--- config.mk ---
export PLATFORM = sky130hd
export DESIGN_NAME = request_conditioner_flat
export DESIGN_NICKNAME = d
export VERILOG_FILES = /design/src/rtl/request_conditioner_if.sv /design/src/rtl/request_conditioner.sv /design/src/flat_wrapper.sv
export SDC_FILE = /design/constraint.sdc
export NUM_CORES = 1
export LEC_CHECK = 0
export CELL_PAD_IN_SITES_DETAIL_PLACEMENT = 0
export CELL_PAD_IN_SITES_GLOBAL_PLACEMENT = 1
export CORE_MARGIN = 10
export CORE_UTILIZATION = 35
export DETAILED_ROUTE_END_ITERATION = 7
export GPL_TIMING_DRIVEN = 0
export PLACE_DENSITY_LB_ADDON = 0.05
export SLEW_MARGIN = 20
export SYNTH_ARGS = -nofsm -noshare
export SYNTH_HDL_FRONTEND = slang
export SYNTH_SLANG_ARGS = --single-unit
--- constraint.sdc ---
create_clock -name clk_62 -period 1.7 [get_ports clk_62]
set_input_delay 0.34 -clock clk_62 [delete_from_list [all_inputs] [get_ports clk_62]]
set_output_delay 0.34 -clock clk_62 [all_outputs]
set_load 0.02 [all_outputs]
--- src/rtl/request_conditioner_if.sv ---
// Request-conditioner bus: raw buttons/sensors and controller feedback in, clean
// pedestrian/vehicle request levels out.
interface request_conditioner_if;
  logic [3:0] braw_62;
  logic [1:0] iraw_62;
  logic [3:0] w_62;
  logic [1:0] g_62;
  logic [3:0] b_62;
  logic [1:0] i_62;
  logic [3:0] press_62;
  logic [2:0] pend_cnt_62;

  modport master (
    output braw_62, iraw_62, w_62, g_62,
    input  b_62, i_62, press_62, pend_cnt_62
  );

  modport slave (
    input  braw_62, iraw_62, w_62, g_62,
    output b_62, i_62, press_62, pend_cnt_62
  );
endinterface

--- src/rtl/request_conditioner.sv ---
// Synchronises, debounces and latches pedestrian buttons and vehicle sensors for the
// traffic light controller. Optional vehicle-request expiry: define REQ_EXPIRE_EN.
module request_conditioner #(
  parameter int DB_CYCLES     = 4,
  parameter int CNT_W         = 3,
  parameter int EXPIRE_CYCLES = 16
) (
  input  logic                  clk_62,
  input  logic                  rst_62,
  request_conditioner_if.slave  bus
);

  localparam int NPED = 4;
  localparam int NVEH = 2;
  localparam int NCH  = NPED + NVEH;
  localparam logic [CNT_W-1:0] CNT_LAST = CNT_W'(DB_CYCLES - 1);

  typedef enum logic [1:0] {
    LOW      = 2'd0,
    RISE_CHK = 2'd1,
    HIGH     = 2'd2,
    FALL_CHK = 2'd3
  } db_state_e;

  if (DB_CYCLES < 2 || DB_CYCLES > 7) begin : g_bad_db_cycles
    $error("request_conditioner: DB_CYCLES must be in 2..7");
  end
  if ((DB_CYCLES - 1) >= (1 << CNT_W)) begin : g_bad_cnt_w
    $error("request_conditioner: CNT_W too narrow for DB_CYCLES-1");
  end
  if (EXPIRE_CYCLES < 1) begin : g_bad_expire
    $error("request_conditioner: EXPIRE_CYCLES must be at least 1");
  end

  function automatic logic [2:0] popcount4(input logic [3:0] v);
    popcount4 = 3'(v[0]) + 3'(v[1]) + 3'(v[2]) + 3'(v[3]);
  endfunction

  logic [NCH-1:0]   sync1_p0;
  logic [NCH-1:0]   sync2_p1;
  db_state_e        db_state_p2 [NCH];
  logic [CNT_W-1:0] db_cnt_p2   [NCH];
  logic [NPED-1:0]  ped_rise;
  logic [NVEH-1:0]  veh_lvl;
  logic [NPED-1:0]  ped_req_p3;
  logic [NPED-1:0]  press_p3;
  logic [NVEH-1:0]  veh_req_p3;

  // Stage p0/p1: two-flop synchroniser; channels 0..3 buttons, 4..5 sensors
  always_ff @(posedge clk_62) begin
    if (rst_62) begin
      sync1_p0 <= '0;
      sync2_p1 <= '0;
    end else begin
      sync1_p0 <= {bus.iraw_62, bus.braw_62};
      sync2_p1 <= sync1_p0;
    end
  end

  // Stage p2: per-channel debounce FSM on the synchronised level
  always_ff @(posedge clk_62) begin
    if (rst_62) begin
      for (int ch = 0; ch < NCH; ch++) begin
        db_state_p2[ch] <= LOW;
        db_cnt_p2[ch]   <= '0;
      end
    end else begin
      for (int ch = 0; ch < NCH; ch++) begin
        case (db_state_p2[ch])
          LOW: begin
            if (sync2_p1[ch]) begin
              db_state_p2[ch] <= RISE_CHK;
              db_cnt_p2[ch]   <= CNT_W'(1);
            end
          end
          RISE_CHK: begin
            if (!sync2_p1[ch]) begin
              db_state_p2[ch] <= LOW;
              db_cnt_p2[ch]   <= '0;
            end else if (db_cnt_p2[ch] == CNT_LAST) begin
              db_state_p2[ch] <= HIGH;
              db_cnt_p2[ch]   <= '0;
            end else begin
              db_cnt_p2[ch]   <= db_cnt_p2[ch] + CNT_W'(1);
            end
          end
          HIGH: begin
            if (!sync2_p1[ch]) begin
              db_state_p2[ch] <= FALL_CHK;
              db_cnt_p2[ch]   <= CNT_W'(1);
            end
          end
          FALL_CHK: begin
            if (sync2_p1[ch]) begin
              db_state_p2[ch] <= HIGH;
              db_cnt_p2[ch]   <= '0;
            end else if (db_cnt_p2[ch] == CNT_LAST) begin
              db_state_p2[ch] <= LOW;
              db_cnt_p2[ch]   <= '0;
            end else begin
              db_cnt_p2[ch]   <= db_cnt_p2[ch] + CNT_W'(1);
            end
          end
          default: begin
            db_state_p2[ch] <= LOW;
            db_cnt_p2[ch]   <= '0;
          end
        endcase
      end
    end
  end

  // The rise event fires on the edge that moves RISE_CHK into HIGH
  always_comb begin
    ped_rise = '0;
    for (int k = 0; k < NPED; k++) begin
      ped_rise[k] = (db_state_p2[k] == RISE_CHK) && sync2_p1[k] &&
                    (db_cnt_p2[k] == CNT_LAST);
    end
  end

  always_comb begin
    veh_lvl = '0;
    for (int d = 0; d < NVEH; d++) begin
      veh_lvl[d] = (db_state_p2[NPED+d] == HIGH) || (db_state_p2[NPED+d] == FALL_CHK);
    end
  end

  // Stage p3: sticky pedestrian requests; a walk on the same edge wins over a new press
  always_ff @(posedge clk_62) begin
    if (rst_62) begin
      ped_req_p3 <= '0;
      press_p3   <= '0;
    end else begin
      ped_req_p3 <= (ped_req_p3 | ped_rise) & ~bus.w_62;
      press_p3   <= ped_rise;
    end
  end

`ifdef REQ_EXPIRE_EN
  localparam int EXP_W = $clog2(EXPIRE_CYCLES + 1);
  localparam logic [EXP_W-1:0] EXP_LAST = EXP_W'(EXPIRE_CYCLES - 1);

  logic [EXP_W-1:0] exp_cnt_p3 [NVEH];
  logic [NVEH-1:0]  exp_run;
  logic [NVEH-1:0]  expire_hit;

  always_comb begin
    exp_run    = '0;
    expire_hit = '0;
    for (int d = 0; d < NVEH; d++) begin
      exp_run[d]    = veh_req_p3[d] && !veh_lvl[d] && !bus.g_62[d];
      expire_hit[d] = exp_run[d] && (exp_cnt_p3[d] == EXP_LAST);
    end
  end

  always_ff @(posedge clk_62) begin
    if (rst_62) begin
      for (int d = 0; d < NVEH; d++) exp_cnt_p3[d] <= '0;
    end else begin
      for (int d = 0; d < NVEH; d++) begin
        if (!exp_run[d] || expire_hit[d]) exp_cnt_p3[d] <= '0;
        else                              exp_cnt_p3[d] <= exp_cnt_p3[d] + EXP_W'(1);
      end
    end
  end
`endif

  // Vehicle requests follow the debounced level and are suppressed during green
  always_ff @(posedge clk_62) begin
    if (rst_62) begin
      veh_req_p3 <= '0;
    end else begin
      for (int d = 0; d < NVEH; d++) begin
        if (bus.g_62[d])     veh_req_p3[d] <= 1'b0;
        else if (veh_lvl[d]) veh_req_p3[d] <= 1'b1;
`ifdef REQ_EXPIRE_EN
        else if (expire_hit[d]) veh_req_p3[d] <= 1'b0;
`endif
      end
    end
  end

  assign bus.b_62        = ped_req_p3;
  assign bus.press_62    = press_p3;
  assign bus.i_62        = veh_req_p3;
  assign bus.pend_cnt_62 = popcount4(ped_req_p3);

endmodule

--- src/flat_wrapper.sv ---
// flat-port wrapper written by rule: the top's interface ports become plain ports
module request_conditioner_flat 
#(
  parameter int DB_CYCLES     = 4,
  parameter int CNT_W         = 3,
  parameter int EXPIRE_CYCLES = 16
)
  (clk_62, rst_62, bus_braw_62, bus_iraw_62, bus_w_62, bus_g_62, bus_b_62, bus_i_62, bus_press_62, bus_pend_cnt_62);
  request_conditioner_if bus_i ();
  input  logic clk_62;
  input  logic rst_62;
  input wire logic [$bits(bus_i.braw_62)-1:0] bus_braw_62;
  input wire logic [$bits(bus_i.iraw_62)-1:0] bus_iraw_62;
  input wire logic [$bits(bus_i.w_62)-1:0] bus_w_62;
  input wire logic [$bits(bus_i.g_62)-1:0] bus_g_62;
  output wire logic [$bits(bus_i.b_62)-1:0] bus_b_62;
  output wire logic [$bits(bus_i.i_62)-1:0] bus_i_62;
  output wire logic [$bits(bus_i.press_62)-1:0] bus_press_62;
  output wire logic [$bits(bus_i.pend_cnt_62)-1:0] bus_pend_cnt_62;
  assign bus_i.braw_62 = bus_braw_62;
  assign bus_i.iraw_62 = bus_iraw_62;
  assign bus_i.w_62 = bus_w_62;
  assign bus_i.g_62 = bus_g_62;
  assign bus_b_62 = bus_i.b_62;
  assign bus_i_62 = bus_i.i_62;
  assign bus_press_62 = bus_i.press_62;
  assign bus_pend_cnt_62 = bus_i.pend_cnt_62;
  request_conditioner #(.DB_CYCLES(DB_CYCLES), .CNT_W(CNT_W), .EXPIRE_CYCLES(EXPIRE_CYCLES)) u_core (.clk_62(clk_62), .rst_62(rst_62), .bus(bus_i));
endmodule
==> results.cfg, run 1 <==
[critical_path]
cp-start-kind = register
critPathArrivalTime_ps = 1680
r2r_slack_ps = 30
worstSetupPathType = reg -> out
worstReg2RegEnd = u_core.db_cnt_p2[0][10]
endpoint_kind = output pin
cp_max_fo = 2
cp_data_required_time_ps = 1360
ff2ff_path_depth = 6
r2r_start = u_core.db_cnt_p2[0][9]

[placement]
dpl.hpwl_um = 3971
routabilityCongestion = 0.7380
placedCellCount = 369
portBuffers = 26
place_ws_ps = -860.3

[timing]
skew_ps = 4.193
drv_slew = 0
setup_viol = 3
tightest_slew_ps = 365.3
period_minus_slack_ps = 2016
grt_setup_unrepaired = true
fin_ws_ps = -315.9
slew_headroom_pct = 75.58
fmaxAchievable_mhz = 496.0
finalHoldViolCount = 0
finalHoldWorstSlack_ps = 441.5
post-route-period-util_pct = 118.6

[clock_tree]
clock-sinks = 52
htreeDepth = 2
postCtsHoldBufs = 0
clk-insertion-delay-late_ps = 300
cts_buffers = 5
clockBufferDepth = 2
cts_tree = done
cts_root_buffer = clkbuf_8
clk_pin_slew_ps = 90

[global_route]
grt_overflow = 0
antenna_found_initial = 0
gr-usage-all-layers_pct = 10.30
grt_pass1_vias = 1857
grt_pass1_wl_um = 9418
grt_max_degree = 16

[yosys]
synth_nets = 278
ys_seq_area_share_pct = 50.95
synth_cell_type_count = 44
avgSynthCellArea_um2 = 10.79
synth_area_mm2 = 0.002633
ys_ff_latch = 52
syn_inst = 244
ys_warn_count = 0

[die]
io_pins = 27
core-area_mm2 = 0.007292
num_rows = 31
fp.dieW_um = 106.7
die_h_um = 106.7
dieArea_mm2 = 0.01139
start_util_pct = 36.10

[power]
p_comb_share_pct = 37.8
seq_power_share_pct = 44.5
ir_drop_mv = 0.6574
powerDensity_mw_per_mm2 = 1361
power_switching_w = 0.001636
leakagePower_nw = 1.312
p_int_w = 0.003109
p_sw_share_pct = 34.47
power_frac_clock_pct = 17.7

[layout]
synthToLayoutAreaGrowth_pct = 32.41
drive_above_1_share_pct = 24.91
nets = 322
multiInputGateArea_mm2 = 0.001456
fillCellCount = 730
antenna_cells = 0
ff_latch_area_mm2 = 0.001346
final_cells = 388

[drt]
first_pass_iters = 4
drc_errors = 0
drt_iter0_drc = 47
detail-route-antenna-nets = 0
wire_per_inst_um = 14.81
viasPerCell = 4.925
num_vias = 1911
routed_wl_um = 5746

[hold_path]
min_path_type = reg -> reg
holdPathStages = 1
hp-start = u_core.sync1_p0[3]
min_to = u_core.sync2_p1[3]

[status]
violations = setup timing
status = finished, violations left

[run]
cap_violations = 0
[registers in the layout, summed over array words and instances (netlist names)]
signal,cells
u_core.bus.press_62,4
u_core.db_cnt_p2,18
u_core.sync1_p0,6
u_core.bus.b_62,4
u_core.bus.i_62,2
u_core.db_state_p2,12
u_core.sync2_p1,6
[layout make-up]
type	count	area share, %
Clock inverter	3	1.077
Timing Repair Buffer	37	10.01
Tap cell	99	3.553
Multi-Input combinational cell	172	41.78
Inverter	9	0.9691
Sequential cell	52	38.62
Clock buffer	5	1.974
Buffer	11	2.010
[layer usage]
metal  routed length [um]  GRT usage [%]
met1                 2809          13.71
met3                  307          3.533
met4                   66          3.385
met5                    0              0
met2                 2562          15.23
[synthesized netlist by cell type (all sizes together)]
| cell | count | area, um2 |
|---|---|---|
| nand4 | 1 | 6.260 |
| nand3 | 4 | 20.02 |
| a211oi | 4 | 40.03 |
| nor4bb | 1 | 10.01 |
| mux2i | 3 | 30.03 |
| o211ai | 5 | 37.54 |
| nand2b | 7 | 43.79 |
| a31oi | 1 | 6.260 |
| clkbuf | 4 | 15.01 |
| a2111oi | 4 | 36.29 |
| nor2 | 19 | 71.32 |
| nand2 | 12 | 45.04 |
| edfxtp | 30 | 900.9 |
| dfxtp | 22 | 440.4 |
| a21o | 1 | 7.510 |
| or2b | 1 | 7.510 |
| or3 | 4 | 25.02 |
| inv | 9 | 33.78 |
| o21a | 1 | 7.510 |
| nor4 | 2 | 12.51 |
| xor2 | 1 | 8.760 |
| xnor2 | 6 | 67.56 |
| and4b | 1 | 10.01 |
| a21oi | 14 | 70.07 |
| and3b | 3 | 27.53 |
| nor2b | 18 | 112.6 |
| nor3 | 16 | 95.09 |
| and3 | 2 | 12.51 |
| and2 | 6 | 37.54 |
| o21ai | 8 | 40.04 |
| nor3b | 5 | 42.54 |
| buf | 7 | 41.28 |
| or2 | 2 | 12.51 |
| fa | 1 | 20.02 |
| ha | 19 | 237.7 |
[placed cells by master (no fill, tap or decap), types with 4 or more instances in the layout]
master	netlist	layout
a21oi_1	14	13
and2_1	6	6
buf_4	3	14
clkbuf_8	0	5
clkdlybuf4s50_1	0	19
dfxtp_1	22	20
edfxtp_1	30	30
ha_1	19	8
ha_4	0	9
inv_1	9	9
nand2_1	12	12
nand2b_1	7	6
nor2_1	19	19
nor2b_1	18	18
nor3_1	13	12
o211ai_1	5	5
o21ai_0	4	4
[power by group through the flow]
stage / Combinational [W] / Sequential (W) / Clock (W)
floorplan: 0.00103 / 0.00202 / 0
global placement: 0.00132 / 0.00208 / 0
detailed placement: 0.00131 / 0.00209 / 0
CTS: 0.00146 / 0.00205 / 0.000875
global route: 0.00203 / 0.00217 / 0.000904
finish: 0.00180 / 0.00211 / 0.000840
[worst max-delay path: stages (launching register included)]
cell and delay, ps:
dfxtp_4 360, ha_4 240, fa_2 380, ha_4 280
buf_6 110
[metrics by stage]
step           power (W)  utilization (%)  setup TNS (ps)  area (um2)
5_1_grt         0.005104            47.80          -928.4        3486
4_1_cts         0.004393            44.61          -958.2        3253
6_report        0.004745            47.80          -753.9        3486
2_1_floorplan   0.003059                -               0        2648
3_3_place_gp    0.003401            41.58          -38100        3032
3_5_place_dp    0.003402            41.58          -36420        3032
[cell families after synthesis]
| family | Yosys count | synth area share [%] |
|---|---|---|
| AOI/OAI and AO/OA | 38 | 9.316 |
| xor gates and xnor gates | 7 | 2.899 |
| adders and majority gates | 20 | 9.791 |
| buffers and inverters | 20 | 3.421 |
| DFF | 52 | 50.95 |
| muxes | 3 | 1.141 |
| and+or+nand+nor | 104 | 22.48 |
[worst max path at each step]
| stage | from | end | slack [ps] | cells past startpoint |
|---|---|---|---|---|
| finish | u_core.bus.b_62[0] | bus_pend_cnt_62[1] | -320 | 4 |
| global route | u_core.bus.b_62[0] | bus_pend_cnt_62[1] | -360 | 4 |
| CTS | u_core.bus.b_62[0] | bus_pend_cnt_62[1] | -390 | 4 |
| detailed placement | rst_62 | u_core.db_state_p2[0][4] | -860 | 4 |
| global placement | rst_62 | u_core.db_state_p2[0][2] | -880 | 4 |
| floorplan | u_core.bus.b_62[0] | bus_pend_cnt_62[1] | 0.7 | 3 |
[what timing repair did]
| item | 4_1_cts | 5_1_grt |
|---|---|---|
| pin swaps | 3 | 10 |
| endpoints found under the setup margin | 70 | 38 |
| cloned | 0 | 0 |
| endpoints found under the hold margin | 0 | 0 |
| gates resized for setup | 43 | 32 |
| buffers inserted | 6 | 5 |
(Power assumes the default switching activity.)
==> run 2, diff against run 1 <==
Settings changed: CELL_PAD_IN_SITES_DETAIL_PLACEMENT 0 to 1, CELL_PAD_IN_SITES_GLOBAL_PLACEMENT 1 to 2, CORE_UTILIZATION 35 to 33, PLACE_DENSITY_LB_ADDON 0.05 to 0.12.
==> results.cfg, run 2 (same netlist as run 1, synthesis figures left out) <==
[status]
status = finished, violations left
violations = setup timing

[global_route]
grt_max_degree = 16
grt_overflow = 0
grt_pass1_wl_um = 10050
antenna_found_initial = 0
grt_pass1_vias = 1997
gr-usage-all-layers_pct = 10.55

[timing]
period_minus_slack_ps = 2007
skew_ps = 6.739
fmaxAchievable_mhz = 498.2
setup_viol = 6
fin_ws_ps = -307.4
slew_headroom_pct = 71.09
finalHoldWorstSlack_ps = 445.4
post-route-period-util_pct = 118.1
tightest_slew_ps = 433.6
drv_slew = 0
finalHoldViolCount = 0
grt_setup_unrepaired = true

[clock_tree]
clk-insertion-delay-late_ps = 310
clockBufferDepth = 2
clk_pin_slew_ps = 100
cts_tree = done
cts_root_buffer = clkbuf_8
cts_buffers = 5
clock-sinks = 52
htreeDepth = 2

[drt]
routed_wl_um = 6062
viasPerCell = 4.915
wire_per_inst_um = 15.66
drc_errors = 0
num_vias = 1902
detail-route-antenna-nets = 0
first_pass_iters = 2
drt_iter0_drc = 38

[layout]
final_cell_mix = edfxtp_1 (30), dfxtp_1 (20), nor2_1 (19), clkdlybuf4s50_1 (19), nor2b_1 (17)
fillCellCount = 853
final_common_cell = edfxtp_1
largest-register = u_core.db_cnt_p2
largest_reg_flops = 18
nets = 318
ff_latch_area_mm2 = 0.001349
reg_top3 = u_core.db_cnt_p2 (18), u_core.db_state_p2 (12)
antenna_cells = 0
synthToLayoutAreaGrowth_pct = 29.99
multiInputGateArea_mm2 = 0.001450
drive_above_1_share_pct = 24.21

[power]
p_int_w = 0.002914
seq_power_share_pct = 46.1
power_switching_w = 0.001658
power_frac_clock_pct = 15.8
p_comb_share_pct = 38.1
ir_drop_mv = 0.4467
powerDensity_mw_per_mm2 = 1336
leakagePower_nw = 1.254
p_sw_share_pct = 36.26

[critical_path]
worstReg2RegEnd = u_core.db_cnt_p2[0][9]
cp_data_required_time_ps = 1360
cp-start-kind = register
cp_max_fo = 2
r2r_slack_ps = 20
endpoint_kind = output pin
critPathArrivalTime_ps = 1670
r2r_start = u_core.db_cnt_p2[0][9]
worstSetupPathType = reg -> out
ff2ff_path_depth = 6

[hold_path]
min_to = u_core.sync2_p1[0]
min_path_type = reg -> reg
holdPathStages = 1
hp-start = u_core.sync1_p0[0]

[die]
core-area_mm2 = 0.007727
die_h_um = 109.3
dieArea_mm2 = 0.01195
fp.dieW_um = 109.3
num_rows = 32
io_pins = 27
start_util_pct = 34.07

[placement]
place_ws_ps = -823.0
routabilityCongestion = 0.7044
portBuffers = 26
dpl.hpwl_um = 4305

[run]
cap_violations = 0
==> run 2: cell types whose count changed in the layout (fill, tap and decap cells not counted), moves of 2 or more <==
cell,before,now
buf_4,14,11
clkbuf_1,0,2
clkbuf_4,3,1
dlygate4sd2_1,2,4
dlymetal6s2s_1,2,0
ha_2,2,4
==> run 2: timing repair <==
item / in CTS / in global routing
setup buffers: 5 / 2
hold buffers: 0 / 0
endpoints found under the setup margin: 64 / 32
pin swaps: 7 / 12
gates resized for setup: 51 / 25
==> run 2: worst max-delay path by stage <==
stage / start / to / slack [ps] / cells past startpoint
floorplan: u_core.bus.b_62[0] / bus_pend_cnt_62[1] / 0.7 / 3
finish: u_core.bus.b_62[1] / bus_pend_cnt_62[1] / -310 / 4
detailed placement: rst_62 / u_core.db_state_p2[0][4] / -820 / 4
global placement: rst_62 / u_core.db_state_p2[0][4] / -820 / 4
CTS: u_core.bus.b_62[1] / bus_pend_cnt_62[1] / -350 / 4
global route: u_core.bus.b_62[1] / bus_pend_cnt_62[1] / -360 / 4
==> run 2: per-stage QoR <==
stage	cells	TNS, ps	total power (W)	util [%]	cell area [um2]
3_5_place_dp	372	-35840	0.003452	39.28	3035
2_1_floorplan	244	0	0.003059	-	2648
5_1_grt	387	-1199	0.004945	44.28	3422
6_report	387	-809.8	0.004572	44.28	3422
4_1_cts	385	-843.3	0.004304	41.97	3243
3_3_place_gp	372	-37140	0.003405	39.28	3035
==> run 2: layout make-up <==
cell class,instances,area share (%)
multi-input cells,172,42.38
flip-flops and latches,52,39.41
repair buffers,33,9.104
well taps,102,3.729
clock buffers,6,2.121
plain buffers,11,1.938
inverters,9,0.9872
clock inverters,2,0.3291
==> run 2: critical path, cell delays in order (launching register included) <==
cell,delay [ps]
dfxtp_4,360
ha_4,240
fa_2,370
ha_4,280
buf_6,110
==> run 2: layer usage <==
metal	track usage (%)	share of wire, %	up-vias
li1	-	-	946
met1	13.29	47	923
met2	17.05	47	26
met3	3.043	4.4	7
met4	3.439	1.4	0
met5	0	0	-
==> run 2: power by group through the flow <==
stage | sequential, W | combinational [W] | clock (W)
final | 0.00211 | 0.00174 | 0.000723
after global routing | 0.00217 | 0.00198 | 0.000793
after CTS | 0.00207 | 0.00149 | 0.000745
after detailed placement | 0.00210 | 0.00135 | 0
after global placement | 0.00208 | 0.00132 | 0
after floorplan | 0.00202 | 0.00103 | 0
==> run 3, diff against run 2 <==
Settings changed: ABC_CLOCK_PERIOD_IN_PS from default to 1700, GPL_TIMING_DRIVEN 0 to default, SLEW_MARGIN 20 to default.
==> results.cfg, run 3 (same netlist as run 1, synthesis figures left out) <==
[status]
status = finished, violations left
violations = setup timing

[power]
power_switching_w = 0.001683
p_int_w = 0.003127
p_comb_share_pct = 39.7
leakagePower_nw = 1.399
p_sw_share_pct = 34.99
power_frac_clock_pct = 15.8
ir_drop_mv = 0.5352
seq_power_share_pct = 44.5
powerDensity_mw_per_mm2 = 1324

[clock_tree]
clockBufferDepth = 2
cts_buffers = 5
cts_tree = done
clk-insertion-delay-late_ps = 310
clock-sinks = 52
clk_pin_slew_ps = 90
cts_root_buffer = clkbuf_8
htreeDepth = 2

[layout]
largest_reg_flops = 18
multiInputGateArea_mm2 = 0.001416
fillCellCount = 842
final_cell_mix = buf_4 (43), edfxtp_1 (30), dfxtp_1 (20)
final_common_cell = buf_4
reg_top3 = u_core.db_cnt_p2 (18), u_core.db_state_p2 (12)
drive_above_1_share_pct = 31.09
antenna_cells = 0
ff_latch_area_mm2 = 0.001344
largest-register = u_core.db_cnt_p2
nets = 345
synthToLayoutAreaGrowth_pct = 37.98

[placement]
dpl.hpwl_um = 4421
place_ws_ps = -545.5
routabilityCongestion = 0.7356
portBuffers = 26

[drt]
viasPerCell = 4.841
drt_iter0_drc = 31
detail-route-antenna-nets = 0
wire_per_inst_um = 14.56
routed_wl_um = 6027
num_vias = 2004
drc_errors = 0
first_pass_iters = 4

[critical_path]
cp-start-kind = register
endpoint_kind = output pin
critPathArrivalTime_ps = 1630
cp_max_fo = 2
cp_data_required_time_ps = 1360
worstSetupPathType = reg -> out
r2r_start = u_core.db_cnt_p2[0][9]
crit_start = u_core.bus.b_62[1]

[timing]
slew_headroom_pct = 70.20
skew_ps = 8.683
tightest_slew_ps = 443.9
fmaxAchievable_mhz = 507.9
finalHoldViolCount = 0
finalHoldWorstSlack_ps = 454.1
fin_ws_ps = -269.0
post-route-period-util_pct = 115.8
period_minus_slack_ps = 1969
setup_viol = 3
drv_slew = 0
grt_setup_unrepaired = true

[run]
cap_violations = 0

[die]
fp.dieW_um = 109.3
core-area_mm2 = 0.007727
die_h_um = 109.3
num_rows = 32
start_util_pct = 34.07
dieArea_mm2 = 0.01195
io_pins = 27

[global_route]
grt_pass1_vias = 2139
grt_pass1_wl_um = 10050
antenna_found_initial = 0
gr-usage-all-layers_pct = 10.40
grt_overflow = 0
grt_max_degree = 17

[hold_path]
min_path_type = reg -> reg
hp-start = u_core.sync1_p0[0]
[run 3: changes by cell type in the layout (fill, tap and decap cells not counted), sizes merged]
cell	change
buf	+30
clkinvlp	+1
clkbuf	-3
clkinv	-1
[run 3: worst paths after layout]
kind | to | slack, ps | cells past startpoint
hold reg to reg | u_core.sync2_p1[0] | 450 | 1
setup reg to reg | u_core.db_cnt_p2[0][11] | 10 | 6
hold / removal | u_core.sync2_p1[0] | 450 | 1
setup / recovery | bus_pend_cnt_62[1] | -270 | 4
[run 3: power groups by stage]
stage / sequential (W) / clock [W] / combinational, W
floorplan: 0.00202 / 0 / 0.00103
global placement: 0.00211 / 0 / 0.00155
detailed placement: 0.00213 / 0 / 0.00159
CTS: 0.00210 / 0.000796 / 0.00171
global route: 0.00220 / 0.000842 / 0.00216
finish: 0.00214 / 0.000759 / 0.00191
[run 3: through the flow]
step	TNS (ps)	power (W)	cells	instance area (um2)	utilization, %
after floorplan	0	0.003059	244	2648	-
after global placement	-5770	0.003661	400	3284	42.50
after detailed placement	-6443	0.003714	400	3284	42.50
after CTS	-777.4	0.004602	411	3462	44.80
after global routing	-1053	0.005202	414	3632	47.00
final	-656.3	0.004811	414	3632	47.00
[run 3: cell type report]
| cell class | count | area share [%] |
|---|---|---|
| sequential | 52 | 37.00 |
| inverter | 9 | 0.9301 |
| clock inverter | 2 | 0.4134 |
| tap | 102 | 3.514 |
| multi-input combinational | 172 | 38.99 |
| clock buffer | 6 | 2.274 |
| timing repair buffer | 71 | 16.88 |
[run 3: repair_timing]
action | in CTS | in global routing
setup endpoints to repair | 22 | 29
hold endpoints to repair | 0 | 0
setup buffers | 3 | 5
hold buffers | 0 | 0
pin swaps | 7 | 16
gates cloned | 0 | 0
gates resized for setup | 37 | 27
[run 3: layer usage]
| metal | vias up | global-route usage [%] | share of wire (%) |
|---|---|---|---|
| met3 | 7 | 3.043 | 4.8 |
| met4 | 0 | 3.625 | 1.3 |
| met2 | 28 | 17.01 | 47 |
| li1 | 1004 | - | - |
| met1 | 965 | 12.83 | 47 |
| met5 | - | 0 | 0 |
[run 3: worst max-delay path, cell delays in order (launching register included)]
cell and delay (ps):
dfxtp_2 350, ha_4 230, fa_2 350, ha_4 280, buf_6 110
